--- config.mk ---
export PLATFORM = sky130hd
export DESIGN_NAME = cdb_arbiter_flat
export DESIGN_NICKNAME = d
export VERILOG_FILES = /design/src/rtl/cdb_arbiter_if.sv /design/src/rtl/cdb_arbiter.sv /design/src/flat_wrapper.sv
export SDC_FILE = /design/constraint.sdc
export NUM_CORES = 1
export LEC_CHECK = 0
export BUFFER_PORTS_ARGS = -buffer_cell sky130_fd_sc_hd__buf_2
export CORE_AREA = 2 2 177 179
export DETAILED_ROUTE_END_ITERATION = 16
export DIE_AREA = 0 0 179 181
export PLACE_DENSITY = 0.58
export SYNTH_ARGS = -nofsm -noshare
export SYNTH_HDL_FRONTEND = slang
export SYNTH_SLANG_ARGS = --single-unit
export TNS_END_PERCENT = 5
--- constraint.sdc ---
create_clock -name clock -period 15.1 [get_ports clock]
set_input_delay 1.51 -clock clock [delete_from_list [all_inputs] [get_ports clock]]
set_output_delay 1.51 -clock clock [all_outputs]
set_load 0.01 [all_outputs]
--- src/rtl/cdb_arbiter_if.sv ---
// ---------------------------------------------------------------------------
// cdb_arbiter_if
//   Bundles the functional-unit completion requests and the common data bus
//   broadcast slots that pass through the CDB arbiter.
//
//   Functional-unit side (driven by the units, read by the arbiter):
//     fu_valid, fu_value, fu_dest_prf, fu_rob_entry, fu_value_valid
//   Arbiter -> units:
//     fu_sel            combinational grant, one bit per unit
//   Arbiter -> CDB consumers (registered):
//     cdb_valid, cdb_value, cdb_dest_prf, cdb_rob_entry, cdb_value_valid
//
//   Modports:
//     slave  - the arbiter itself
//     master - the units / CDB consumers (or a testbench standing in for them)
// ---------------------------------------------------------------------------
interface cdb_arbiter_if #(
  parameter int NUM_FU    = 8,
  parameter int CDB_WIDTH = 2,
  parameter int XLEN      = 32,
  parameter int PRF_IDX_W = 6,
  parameter int ROB_IDX_W = 5
);
  logic [NUM_FU-1:0]              fu_valid;
  logic [NUM_FU*XLEN-1:0]         fu_value;
  logic [NUM_FU*PRF_IDX_W-1:0]    fu_dest_prf;
  logic [NUM_FU*ROB_IDX_W-1:0]    fu_rob_entry;
  logic [NUM_FU-1:0]              fu_value_valid;
  logic [NUM_FU-1:0]              fu_sel;

  logic [CDB_WIDTH-1:0]           cdb_valid;
  logic [CDB_WIDTH*XLEN-1:0]      cdb_value;
  logic [CDB_WIDTH*PRF_IDX_W-1:0] cdb_dest_prf;
  logic [CDB_WIDTH*ROB_IDX_W-1:0] cdb_rob_entry;
  logic [CDB_WIDTH-1:0]           cdb_value_valid;

  modport slave (
    input  fu_valid, fu_value, fu_dest_prf, fu_rob_entry, fu_value_valid,
    output fu_sel,
    output cdb_valid, cdb_value, cdb_dest_prf, cdb_rob_entry, cdb_value_valid
  );

  modport master (
    output fu_valid, fu_value, fu_dest_prf, fu_rob_entry, fu_value_valid,
    input  fu_sel,
    input  cdb_valid, cdb_value, cdb_dest_prf, cdb_rob_entry, cdb_value_valid
  );
endinterface

--- src/rtl/cdb_arbiter.sv ---
// ---------------------------------------------------------------------------
// cdb_arbiter
//   Completion-stage arbiter between NUM_FU functional units and a common
//   data bus with CDB_WIDTH broadcast slots. Each cycle the first CDB_WIDTH
//   valid units found scanning round-robin from rr_ptr are granted (fu_sel,
//   combinational) and their results are registered onto the CDB slots, so a
//   grant at cycle t is broadcast at t+1. The k-th granted unit goes to
//   slot k. squash suppresses all grants and empties the next broadcast.
//
//   Ports:
//     clock   - clock, all state on posedge
//     reset   - synchronous, active-high; clears rr_ptr and the CDB slots
//     squash  - mispredict flush: no grants now, empty CDB next cycle
//     bus     - cdb_arbiter_if.slave (unit requests, fu_sel, CDB slots)
// ---------------------------------------------------------------------------
module cdb_arbiter #(
  parameter int NUM_FU    = 8,
  parameter int CDB_WIDTH = 2,
  parameter int XLEN      = 32,
  parameter int PRF_IDX_W = 6,
  parameter int ROB_IDX_W = 5
) (
  input  logic         clock,
  input  logic         reset,
  input  logic         squash,
  cdb_arbiter_if.slave bus
);

  localparam int PTR_W = (NUM_FU > 1) ? $clog2(NUM_FU) : 1;

  logic [PTR_W-1:0]               rr_ptr;
  logic [PTR_W-1:0]               next_ptr;
  logic [NUM_FU-1:0]              sel;
  logic [CDB_WIDTH-1:0]           slot_hit;
  logic [PTR_W-1:0]               slot_idx [CDB_WIDTH];
  int                             found;
  int                             idx;

  logic [CDB_WIDTH-1:0]           cdb_valid_p1;
  logic [CDB_WIDTH*XLEN-1:0]      cdb_value_p1;
  logic [CDB_WIDTH*PRF_IDX_W-1:0] cdb_dest_prf_p1;
  logic [CDB_WIDTH*ROB_IDX_W-1:0] cdb_rob_entry_p1;
  logic [CDB_WIDTH-1:0]           cdb_value_valid_p1;

  // Stage 0: combinational round-robin grant. The scan visits every unit once
  // starting at rr_ptr; the pointer advances to just past the last grant so
  // the next cycle starts with the first unit that lost (or was not asking).
  always_comb begin
    sel      = '0;
    slot_hit = '0;
    next_ptr = rr_ptr;
    found    = 0;
    idx      = 0;
    for (int k = 0; k < CDB_WIDTH; k++) slot_idx[k] = '0;
    if (!reset && !squash) begin
      for (int j = 0; j < NUM_FU; j++) begin
        idx = (int'(rr_ptr) + j) % NUM_FU;
        if (bus.fu_valid[idx] && found < CDB_WIDTH) begin
          sel[idx]        = 1'b1;
          slot_hit[found] = 1'b1;
          slot_idx[found] = PTR_W'(idx);
          next_ptr        = PTR_W'((idx + 1) % NUM_FU);
          found++;
        end
      end
    end
  end

  assign bus.fu_sel = sel;

  // Stage 1: CDB broadcast registers. Ungranted slots are zeroed so no stale
  // tag can ever be seen alongside a low valid.
  always_ff @(posedge clock) begin
    if (reset) begin
      rr_ptr             <= '0;
      cdb_valid_p1       <= '0;
      cdb_value_p1       <= '0;
      cdb_dest_prf_p1    <= '0;
      cdb_rob_entry_p1   <= '0;
      cdb_value_valid_p1 <= '0;
    end else begin
      if (!squash && slot_hit[0]) rr_ptr <= next_ptr;
      for (int k = 0; k < CDB_WIDTH; k++) begin
        cdb_valid_p1[k] <= slot_hit[k];
        if (slot_hit[k]) begin
          cdb_value_p1[k*XLEN +: XLEN]            <= bus.fu_value[int'(slot_idx[k])*XLEN +: XLEN];
          cdb_dest_prf_p1[k*PRF_IDX_W +: PRF_IDX_W] <= bus.fu_dest_prf[int'(slot_idx[k])*PRF_IDX_W +: PRF_IDX_W];
          cdb_rob_entry_p1[k*ROB_IDX_W +: ROB_IDX_W] <= bus.fu_rob_entry[int'(slot_idx[k])*ROB_IDX_W +: ROB_IDX_W];
          cdb_value_valid_p1[k]                  <= bus.fu_value_valid[slot_idx[k]];
        end else begin
          cdb_value_p1[k*XLEN +: XLEN]            <= '0;
          cdb_dest_prf_p1[k*PRF_IDX_W +: PRF_IDX_W] <= '0;
          cdb_rob_entry_p1[k*ROB_IDX_W +: ROB_IDX_W] <= '0;
          cdb_value_valid_p1[k]                  <= 1'b0;
        end
      end
    end
  end

  assign bus.cdb_valid       = cdb_valid_p1;
  assign bus.cdb_value       = cdb_value_p1;
  assign bus.cdb_dest_prf    = cdb_dest_prf_p1;
  assign bus.cdb_rob_entry   = cdb_rob_entry_p1;
  assign bus.cdb_value_valid = cdb_value_valid_p1;

endmodule
--- src/flat_wrapper.sv ---
// flat-port wrapper written by rule: the top's interface ports become plain ports
module cdb_arbiter_flat 
#(
  parameter int NUM_FU    = 8,
  parameter int CDB_WIDTH = 2,
  parameter int XLEN      = 32,
  parameter int PRF_IDX_W = 6,
  parameter int ROB_IDX_W = 5
)
  (clock, reset, squash, bus_fu_valid, bus_fu_value, bus_fu_dest_prf, bus_fu_rob_entry, bus_fu_value_valid, bus_fu_sel, bus_cdb_valid, bus_cdb_value, bus_cdb_dest_prf, bus_cdb_rob_entry, bus_cdb_value_valid);
  cdb_arbiter_if #(.NUM_FU(NUM_FU), .CDB_WIDTH(CDB_WIDTH), .XLEN(XLEN), .PRF_IDX_W(PRF_IDX_W), .ROB_IDX_W(ROB_IDX_W)) bus_i ();
  input  logic clock;
  input  logic reset;
  input  logic squash;
  input wire logic [$bits(bus_i.fu_valid)-1:0] bus_fu_valid;
  input wire logic [$bits(bus_i.fu_value)-1:0] bus_fu_value;
  input wire logic [$bits(bus_i.fu_dest_prf)-1:0] bus_fu_dest_prf;
  input wire logic [$bits(bus_i.fu_rob_entry)-1:0] bus_fu_rob_entry;
  input wire logic [$bits(bus_i.fu_value_valid)-1:0] bus_fu_value_valid;
  output wire logic [$bits(bus_i.fu_sel)-1:0] bus_fu_sel;
  output wire logic [$bits(bus_i.cdb_valid)-1:0] bus_cdb_valid;
  output wire logic [$bits(bus_i.cdb_value)-1:0] bus_cdb_value;
  output wire logic [$bits(bus_i.cdb_dest_prf)-1:0] bus_cdb_dest_prf;
  output wire logic [$bits(bus_i.cdb_rob_entry)-1:0] bus_cdb_rob_entry;
  output wire logic [$bits(bus_i.cdb_value_valid)-1:0] bus_cdb_value_valid;
  assign bus_i.fu_valid = bus_fu_valid;
  assign bus_i.fu_value = bus_fu_value;
  assign bus_i.fu_dest_prf = bus_fu_dest_prf;
  assign bus_i.fu_rob_entry = bus_fu_rob_entry;
  assign bus_i.fu_value_valid = bus_fu_value_valid;
  assign bus_fu_sel = bus_i.fu_sel;
  assign bus_cdb_valid = bus_i.cdb_valid;
  assign bus_cdb_value = bus_i.cdb_value;
  assign bus_cdb_dest_prf = bus_i.cdb_dest_prf;
  assign bus_cdb_rob_entry = bus_i.cdb_rob_entry;
  assign bus_cdb_value_valid = bus_i.cdb_value_valid;
  cdb_arbiter #(.NUM_FU(NUM_FU), .CDB_WIDTH(CDB_WIDTH), .XLEN(XLEN), .PRF_IDX_W(PRF_IDX_W), .ROB_IDX_W(ROB_IDX_W)) u_core (.clock(clock), .reset(reset), .squash(squash), .bus(bus_i));
endmodule
==> qor.yml <==
run_status:
  status: "complete, no violations"
detailed_routing:
  firstDrtPassIters: 6
  post-route-drc-count: 0
  drt_iter0_drc: 1210
  via_count: 12471
  wire_per_inst_um: 25.67
  vias_per_cell: 6.251
  totalWireLength_mm: 51.20
  detail-route-antenna-nets: 0
placement:
  post-place-ws_ns: 4.592
  routabilityCongestion: 0.9756
  port_buffers: 460
  dp_hpwl_mm: 37.42
floorplanning:
  num_rows: 64
  fp.coreArea_um2: 30350
  die_w_um: 179
  initial_core_util_pct: 34.86
  die_h_um: 181
  fp.dieArea_um2: 32400
  io_pins: 461
clocking:
  ctsResizeCount: 0
  cts_buffers: 9
  clk_pin_slew_worst_paths_ns: 0.09
  htreeDepth: 3
  clk_latency_ns: 0.36
  cts_buffer_depth: 2
  clock_sinks: 93
  post-cts-setup-buffer-count: 0
  cts_tree: "built"
  cts_root_buf: "clkbuf_16"
  cts_hold_buffers: 0
setup_path:
  setup.worst_path.end_class: "flip-flop"
  cp_slowest_cell: "ha_1"
  crit_required_ns: 15.33
  reg2reg_depth: 33
  path_class: "reg2reg"
  regToRegSetupSlack_ns: 4.31
  r2r_start: "u_core.rr_ptr[0]$_SDFFE_PP0P_"
  cp_max_fo: 55
  r2r_end: "u_core.bus.cdb_rob_entry[3]$_SDFF_PP0_"
  crit_path_start_kind: "flip-flop"
  crit_arrival_ns: 11.02
  cp_common_cell: "ha_1"
  max_stage_delay_ns: 0.74
yosys:
  yosysTopAreaCell: "mux2i_1"
  synth_top_flop_cell: "dfxtp_1"
  synth_top_area_share_pct: 18.45
  synth_seq_cells: 93
  async_flop_share_pct: 0
  syn_inst: 1202
  ys_types: 78
  yosysSeqAreaShare_pct: 17.60
  syn_nets: 1584
  synth_area_leaders: "mux2i_1 (18%), dfxtp_1 (18%), mux2_1 (4.9%), mux2_2 (4.8%), a221o_1 (4.3%)"
  yosys_warnings: 0
  synthesis.area_um2: 10580
  synth_enable_flop_cells: 0
  syn_area_per_cell_um2: 8.801
timing:
  finalMaxSlewViolations: 0
  rsz0062_at_grt: "no"
  relSlewSlack_pct: 25.51
  fin_crit_sh_pct: 71.48
  hold_viol_final: 0
  setup_viol: 0
  fin_crit_ns: 10.79
  tns_ns: 0
  timing.fmax_ghz: 0.09265
  fin_ws_ns: 4.307
  whs_ns: 0.7473
  skew_ns: 0.01274
  worstMarginPinSlew_ns: 1.113
cells_and_area:
  finalNetCount: 1960
  drive_gt1_share_pct: 37.48
  fin_util_pct: 44.05
  area_delta_synth_final_pct: 26.36
  final.fill_count: 3107
  layout_commonest_cell: "buf_2"
  final_cell_mix: "buf_2 (460), mux2i_1 (195), dfxtp_1 (93), nor2_1 (91), o21ai_0 (62)"
worst_hold_path:
  whs_path_depth: 3
  hp-class: "reg2reg"
  hold_end: "u_core.rr_ptr[1]$_SDFFE_PP0P_"
  hold_start: "u_core.rr_ptr[1]$_SDFFE_PP0P_"
flow_run:
  cap_violations: 0
global_route:
  grt_first_pass_wirelength_mm: 74.50
  grt_max_degree: 64
  grt-ovfl-total: 0
  grt_pass1_vias: 12094
  grt_usage_pct: 30.08
  antenna_found_initial: 22
metrics by stage:
step                area (um^2)  std cells
floorplan                 10580       1202
global route              13360       1990
detailed placement        13030       1963
global placement          13030       1963
finish                    13370       1995
CTS                       13330       1978
routing by layer:
metal	global-route usage, %	vias up	routed length [um]
li1	-	5571	-
met1	38.67	5953	20940
met2	47.92	814	23330
met3	7.365	123	5169
met4	12.07	10	1696
met5	0	-	65
synth_stat cells (4+ instances only):
cell type	number
nor2_1	92
o31ai_1	9
mux4_2	6
a22oi_1	49
a31o_1	43
a31oi_1	9
and3_1	5
nand3_1	14
nand2_1	46
a221o_1	45
dfxtp_1	93
o21ai_1	5
o211ai_1	5
nand4_1	5
inv_1	12
xnor2_1	7
ha_1	19
nor3_2	6
a21o_1	6
nor3_1	8
nor2b_1	4
buf_4	9
a22o_1	6
a222oi_1	4
a211oi_1	52
o211a_1	45
a221oi_1	44
a21oi_1	21
mux2_2	45
clkbuf_1	54
or3_1	5
buf_6	14
o21ai_0	62
mux2i_1	195
buf_2	39
mux2_1	46
flip-flops by register name, indices dropped and copies added (netlist names):
signal / flops
u_core.bus.cdb_rob_entry: 10
u_core.rr_ptr: 3
u_core.bus.cdb_value_valid: 2
u_core.bus.cdb_dest_prf: 12
u_core.bus.cdb_valid: 2
u_core.bus.cdb_value: 64
layout make-up:
cell class              count  area, um^2  share of cell area (%)
repair buffers            481        2460                   18.40
well taps                 396       495.5                   3.706
clock inverters             6       71.32                  0.5335
flip-flops and latches     93        1862                   13.93
diodes                     17       42.54                  0.3182
inverters                  17       63.81                  0.4774
multi-input cells         976        8148                   60.95
clock buffers               9       225.2                   1.685
cells by family (layout without fill, tap and decap cells):
group	after synthesis	in the layout	share of synthesized area, %
and+or+nand+nor	208	208	9.379
xor gates and xnor gates	11	11	1.112
buffers and inverters	133	513	6.493
adders and majority gates	21	21	2.436
other	0	17	0
muxes	293	293	29.63
DFF	93	93	17.60
AOI/OAI and AO/OA	443	443	33.35
critical path: cells and delay by family (launching register included):
kind	cells	cell delay, ns
compound gates	12	2.89
fa+ha+maj	5	2.03
buf+inv	7	2.66
flops	1	0.32
mux	3	0.79
simple gates	6	1.80
how the worst max path moves through the flow:
stage / from / to / slack, ns / depth (start not counted)
after floorplan: u_core.rr_ptr[0]$_SDFFE_PP0P_ / bus_fu_sel[6] / 6.49 / 36
after CTS: u_core.rr_ptr[0]$_SDFFE_PP0P_ / u_core.bus.cdb_rob_entry[3]$_SDFF_PP0_ / 4.61 / 34
after detailed placement: bus_fu_valid[7] / u_core.bus.cdb_rob_entry[3]$_SDFF_PP0_ / 4.59 / 31
after global placement: bus_fu_valid[7] / u_core.bus.cdb_dest_prf[3]$_SDFF_PP0_ / 4.74 / 31
final: u_core.rr_ptr[0]$_SDFFE_PP0P_ / u_core.bus.cdb_rob_entry[3]$_SDFF_PP0_ / 4.31 / 33
after global routing: u_core.rr_ptr[0]$_SDFFE_PP0P_ / u_core.bus.cdb_rob_entry[3]$_SDFF_PP0_ / 3.73 / 34
Power is left out: the tool's default activity adds up to more than one toggle a clock period on the data nets, which glitch-free logic cannot reach.
